===== src/rtl/bitstream_serializer_if.sv =====
// Upstream word handshake plus serial output bundle for bitstream_serializer.
// master = word source / bit sink, slave = the serializer itself.
interface bitstream_serializer_if #(
    parameter int WIDTH = 8
);
    logic [WIDTH-1:0] in_data;
    logic             in_valid;
    logic             in_ready;
    logic             dout;
    logic             dout_valid;
    logic             last_bit;
    logic             busy;

    modport master (
        output in_data, in_valid,
        input  in_ready, dout, dout_valid, last_bit, busy
    );

    modport slave (
        input  in_data, in_valid,
        output in_ready, dout, dout_valid, last_bit, busy
    );
endinterface


===== src/rtl/bitstream_serializer.sv =====
// MSB-first parallel-to-serial converter with a one-word holding register so
// consecutive words stream with no idle gap between them.
module bitstream_serializer #(
    parameter int WIDTH = 8
) (
    input  logic                   clk,
    input  logic                   reset,
    bitstream_serializer_if.slave  bus
);
    localparam int CW = $clog2(WIDTH);
    localparam logic [CW-1:0] CNT_LAST = CW'(WIDTH - 1);

    typedef enum logic {IDLE, SHIFT} state_t;

    state_t           state_q, state_d;
    logic [WIDTH-1:0] sr_q, sr_d;
    logic [WIDTH-1:0] hr_q, hr_d;
    logic             hr_full_q, hr_full_d;
    logic [CW-1:0]    cnt_q, cnt_d;
    logic             dout_q, dout_d;
    logic             dout_valid_q, dout_valid_d;
    logic             last_bit_q, last_bit_d;
    logic             accept;
    logic             final_bit;

    assign bus.in_ready   = ~hr_full_q & ~reset;
    assign accept         = bus.in_valid & bus.in_ready;
    assign final_bit      = (state_q == SHIFT) && (cnt_q == CNT_LAST);
    assign bus.dout       = dout_q;
    assign bus.dout_valid = dout_valid_q;
    assign bus.last_bit   = last_bit_q;
    assign bus.busy       = (state_q == SHIFT) | hr_full_q;

    always_comb begin
        state_d   = state_q;
        sr_d      = sr_q;
        hr_d      = hr_q;
        hr_full_d = hr_full_q;
        cnt_d     = cnt_q;
        case (state_q)
            IDLE: begin
                if (accept) begin
                    state_d = SHIFT;
                    sr_d    = bus.in_data;
                    cnt_d   = '0;
                end
            end
            SHIFT: begin
                if (!final_bit) begin
                    sr_d  = {sr_q[WIDTH-2:0], 1'b0};
                    cnt_d = cnt_q + CW'(1);
                    if (accept) begin
                        hr_d      = bus.in_data;
                        hr_full_d = 1'b1;
                    end
                end else if (hr_full_q) begin
                    // Word boundary: pending word takes over with no gap cycle.
                    sr_d      = hr_q;
                    hr_d      = '0;
                    hr_full_d = 1'b0;
                    cnt_d     = '0;
                end else if (accept) begin
                    sr_d  = bus.in_data;
                    cnt_d = '0;
                end else begin
                    state_d = IDLE;
                    sr_d    = '0;
                    cnt_d   = '0;
                end
            end
            default: state_d = IDLE;
        endcase
        // Outputs are registered from next-state so dout is 0 whenever idle.
        dout_valid_d = (state_d == SHIFT);
        dout_d       = dout_valid_d & sr_d[WIDTH-1];
        last_bit_d   = dout_valid_d && (cnt_d == CNT_LAST);
    end

    always_ff @(posedge clk) begin
        if (reset) begin
            state_q      <= IDLE;
            sr_q         <= '0;
            hr_q         <= '0;
            hr_full_q    <= 1'b0;
            cnt_q        <= '0;
            dout_q       <= 1'b0;
            dout_valid_q <= 1'b0;
            last_bit_q   <= 1'b0;
        end else begin
            state_q      <= state_d;
            sr_q         <= sr_d;
            hr_q         <= hr_d;
            hr_full_q    <= hr_full_d;
            cnt_q        <= cnt_d;
            dout_q       <= dout_d;
            dout_valid_q <= dout_valid_d;
            last_bit_q   <= last_bit_d;
        end
    end
endmodule


===== src/flat_wrapper.sv =====
// flat-port wrapper written by rule: the top's interface ports become plain ports
module bitstream_serializer_flat 
#(
    parameter int WIDTH = 8
)
  (clk, reset, bus_in_data, bus_in_valid, bus_in_ready, bus_dout, bus_dout_valid, bus_last_bit, bus_busy);
  bitstream_serializer_if #(.WIDTH(WIDTH)) bus_i ();
  input  logic clk;
  input  logic reset;
  input wire logic [$bits(bus_i.in_data)-1:0] bus_in_data;
  input wire logic [$bits(bus_i.in_valid)-1:0] bus_in_valid;
  output wire logic [$bits(bus_i.in_ready)-1:0] bus_in_ready;
  output wire logic [$bits(bus_i.dout)-1:0] bus_dout;
  output wire logic [$bits(bus_i.dout_valid)-1:0] bus_dout_valid;
  output wire logic [$bits(bus_i.last_bit)-1:0] bus_last_bit;
  output wire logic [$bits(bus_i.busy)-1:0] bus_busy;
  assign bus_i.in_data = bus_in_data;
  assign bus_i.in_valid = bus_in_valid;
  assign bus_in_ready = bus_i.in_ready;
  assign bus_dout = bus_i.dout;
  assign bus_dout_valid = bus_i.dout_valid;
  assign bus_last_bit = bus_i.last_bit;
  assign bus_busy = bus_i.busy;
  bitstream_serializer #(.WIDTH(WIDTH)) u_core (.clk(clk), .reset(reset), .bus(bus_i));
endmodule

===== config.mk =====
export PLATFORM = sky130hd
export DESIGN_NAME = bitstream_serializer_flat
export DESIGN_NICKNAME = d
export VERILOG_FILES = /design/src/rtl/bitstream_serializer_if.sv /design/src/rtl/bitstream_serializer.sv /design/src/flat_wrapper.sv
export SDC_FILE = /design/constraint.sdc
export NUM_CORES = 1
export LEC_CHECK = 0
export CORE_ASPECT_RATIO = 0.9
export CORE_UTILIZATION = 55
export CTS_BUF_LIST = sky130_fd_sc_hd__clkbuf_16
export DETAILED_ROUTE_END_ITERATION = 16
export GPL_TIMING_DRIVEN = 0
export HOLD_SLACK_MARGIN = 0.12
export PLACE_DENSITY = 0.87
export SLEW_MARGIN = 10
export SYNTH_ARGS = -nofsm -noshare
export SYNTH_HDL_FRONTEND = slang
export SYNTH_SLANG_ARGS = --single-unit

===== constraint.sdc =====
create_clock -name clk -period 5.53 [get_ports clk]
set_clock_uncertainty 0.2 [all_clocks]
set_input_delay 0.8295 -clock clk [delete_from_list [all_inputs] [get_ports clk]]
set_output_delay 0.8295 -clock clk [all_outputs]
set_load 0.05 [all_outputs]

==> impl_metrics.yaml <==
status:
  status: "complete, no violations"
cts:
  tritoncts: "done"
  cts_max_level: 1
  postCtsSetupRepairBufs: 0
  clk_latency_ns: 0.25
  cts.sinks: 23
  cts_root_buf: "clkbuf_16"
  hold_buffers: 0
  cts_resized: 0
  clk_path_buf_depth: 2
  cts_buffers: 3
  clk_pin_slew_worst_paths_ns: 0.06
sta:
  relSlewSlack_pct: 67.15
  finalSetupViolCount: 0
  worst_pin_slew_ns: 0.4912
  period_share_pct: 61.57
  timing.fmax_mhz: 293.7
  setup_tns_ns: 0
  hold_viol_final: 0
  final_max_slew_viol_count: 0
  rsz0062_at_grt: "no"
  fin_crit_ns: 3.405
power:
  p_total_mw: 0.4132
  ir_worst_vdd_mv: 0.3745
  p_per_area_nw_per_um2: 294.1
  p_leak_nw: 0.5104
finish:
  postLayoutCellArea_um2: 1405
  antenna_cells: 0
  mostFrequentLayoutCells: "23 x dfxtp_1, 15 x clkdlybuf4s50_1, 10 x nand2_1"
  area_growth_pct: 22.87
  nets: 158
  drive_gt1_share_pct: 13.19
  fill_cells: 153
  final_common_cell: "dfxtp_1"
floorplan:
  rows: 15
  boundaryPins: 16
  die_area_um2: 2266
  die_height_um: 45.26
  start_util_pct: 59.16
  core-area_um2: 1933
  die_x_um: 50.07
placed_design:
  port_buffers: 15
  hpwl_um: 1863
  place_area_um2: 1325
  globalplace.congestion: 0.8451
grt:
  grt_overflow: 0
  antenna_found_initial: 0
  grt_first_pass_wirelength_um: 4436
  grt_pass1_vias: 990
  grt_max_degree: 14
  grt_usage_pct: 26.77
flow_run:
  maxCapViolations: 0
critical_path:
  cp_max_fo: 10
  path_common_cell: "clkdlybuf4s50_1"
  crit_slowest_cell: "clkdlybuf4s50_1"
  crit_path_cell_trace: "clkdlybuf4s50_1 -> buf_2 -> nor2_1 -> clkdlybuf4s50_1"
  path_class: "input port to output pin"
  crit_required_ns: 4.50
  worstPathArrival_ns: 2.38
  r2r_start: "u_core.cnt_q[0]"
  r2r_slack_ns: 3.52
  crit_start: "reset"
  end_kind: "output pin"
  max_stage_delay_ns: 0.81
  critPathLaunchType: "input port"
detailed_routing:
  via_per_inst: 6.018
  finalWirelength_um: 2706
  route.detailed.drc: 0
  drt_iter0_markers: 47
  ant_nets: 0
  avgRoutedWirePerCell_um: 16.01
  firstDrtPassIters: 4
  num_vias: 1017
synth:
  syn_area_per_cell_um2: 9.149
  syn_nets: 138
  synth-seq-cells: 23
  yosysUniqueCellTypes: 36
  syn_inst: 125
  yosys_warnings: 0
  synth_seq_area_share_pct: 40.26
  synth_area_um2: 1144
min_path:
  hold_class: "flip-flop to flip-flop"
  min-delay-start: "u_core.hr_q[3]"
-- metal layers --
metal / global-route usage [%] / routed length, µm / vias to the layer above / part of all wire, %
li1: - / - / 507 / -
met1: 34.85 / 1194 / 463 / 44
met2: 41.87 / 1305 / 43 / 48
met3: 7.071 / 179 / 4 / 6.6
met4: 12.00 / 27 / 0 / 1.0
met5: 0 / 0 / - / 0
-- cell families after synthesis --
family | share of synthesized area (%)
AO/OA/AOI/OAI | 30.20
adder cells (fa/ha/maj) | 2.188
buffers and inverters | 5.908
flip-flops | 40.26
AND/OR/NAND/NOR | 21.44
-- area by class of cell --
| type | instances | area [µm²] | share of cell area [%] |
|---|---|---|---|
| multi-input cells | 90 | 615.6 | 43.81 |
| flip-flops and latches | 23 | 460.4 | 32.77 |
| repair buffers | 15 | 150.1 | 10.69 |
| clock buffers | 3 | 75.07 | 5.343 |
| plain buffers | 10 | 60.06 | 4.274 |
| well taps | 25 | 31.28 | 2.226 |
| inverters | 2 | 7.507 | 0.5343 |
| clock inverters | 1 | 5.005 | 0.3562 |
-- critical path, delay by kind of cell --
family	cells	cell delay, ns
AND/OR/NAND/NOR	1	0.11
buffers and inverters	3	1.44
-- power by group --
group          leakage [nW]  internal, mW  switching, mW  total [mW]
sequential            0.189         0.177        0.00812       0.186
clock                0.0409        0.0971         0.0572       0.154
combinational         0.281        0.0310         0.0423      0.0733
-- Yosys cell counts --
| library cell | n | area [µm²] |
|---|---|---|
| nand2b_1 | 3 | 18.77 |
| o31ai_1 | 1 | 7.510 |
| o221ai_1 | 6 | 52.55 |
| nor4b_2 | 1 | 15.01 |
| or3b_4 | 1 | 11.26 |
| nor2_1 | 5 | 18.77 |
| and2_1 | 6 | 37.54 |
| nor3b_1 | 2 | 15.01 |
| buf_6 | 1 | 11.26 |
| a311oi_1 | 1 | 8.760 |
| nor2b_1 | 5 | 31.28 |
| and3_1 | 2 | 12.51 |
| o21ai_0 | 2 | 10.01 |
| a21oi_1 | 9 | 45.04 |
| a31oi_1 | 1 | 6.260 |
| buf_4 | 2 | 15.01 |
| or2_2 | 1 | 6.260 |
| inv_1 | 2 | 7.510 |
| o2111ai_1 | 7 | 61.31 |
| a31oi_2 | 1 | 12.51 |
| buf_2 | 6 | 30.03 |
| or3b_1 | 1 | 8.760 |
| ha_1 | 2 | 25.02 |
| nor4bb_1 | 1 | 10.01 |
| dfxtp_1 | 23 | 460.4 |
| nor2_4 | 1 | 11.26 |
| o21ai_1 | 8 | 40.04 |
| o21a_1 | 1 | 7.510 |
| nand3_1 | 1 | 5.000 |
| a2bb2oi_1 | 1 | 8.760 |
| nand2_1 | 10 | 37.54 |
| a21oi_4 | 1 | 16.27 |
| a22oi_1 | 1 | 7.510 |
| o2bb2ai_1 | 7 | 61.31 |
| nand4_1 | 1 | 6.260 |
| clkbuf_1 | 1 | 3.750 |
-- sequential cells by signal, summed over array words and instances (netlist names) --
| signal | count |
|---|---|
| u_core.hr_q | 8 |
| u_core.sr_q | 8 |
| u_core.cnt_q | 3 |
| u_core.bus.dout | 1 |
| u_core.bus.last_bit | 1 |
| u_core.hr_full_q | 1 |
| u_core.state_q | 1 |
-- final timing paths --
| check | end | cells past startpoint |
|---|---|---|
| min reg2reg | u_core.hr_q[3] | 2 |
| max reg2reg | u_core.hr_q[2] | 5 |
| min | u_core.hr_q[3] | 2 |
| max | bus_in_ready | 4 |
-- stage by stage --
stage | setup WS, ns | instances | hold WS (ns) | utilization [%]
3_3_place_gp | 2.154 | 165 | 0.2319 | 68.54
4_1_cts | 2.118 | 169 | 0.2460 | 72.69
3_5_place_dp | 2.139 | 165 | 0.2361 | 68.54
2_1_floorplan | 2.862 | 125 | 0.2240 | -
5_1_grt | 2.072 | 169 | 0.2626 | 72.69
6_report | 2.125 | 169 | 0.2429 | 72.69
(Power assumes the default switching activity.)
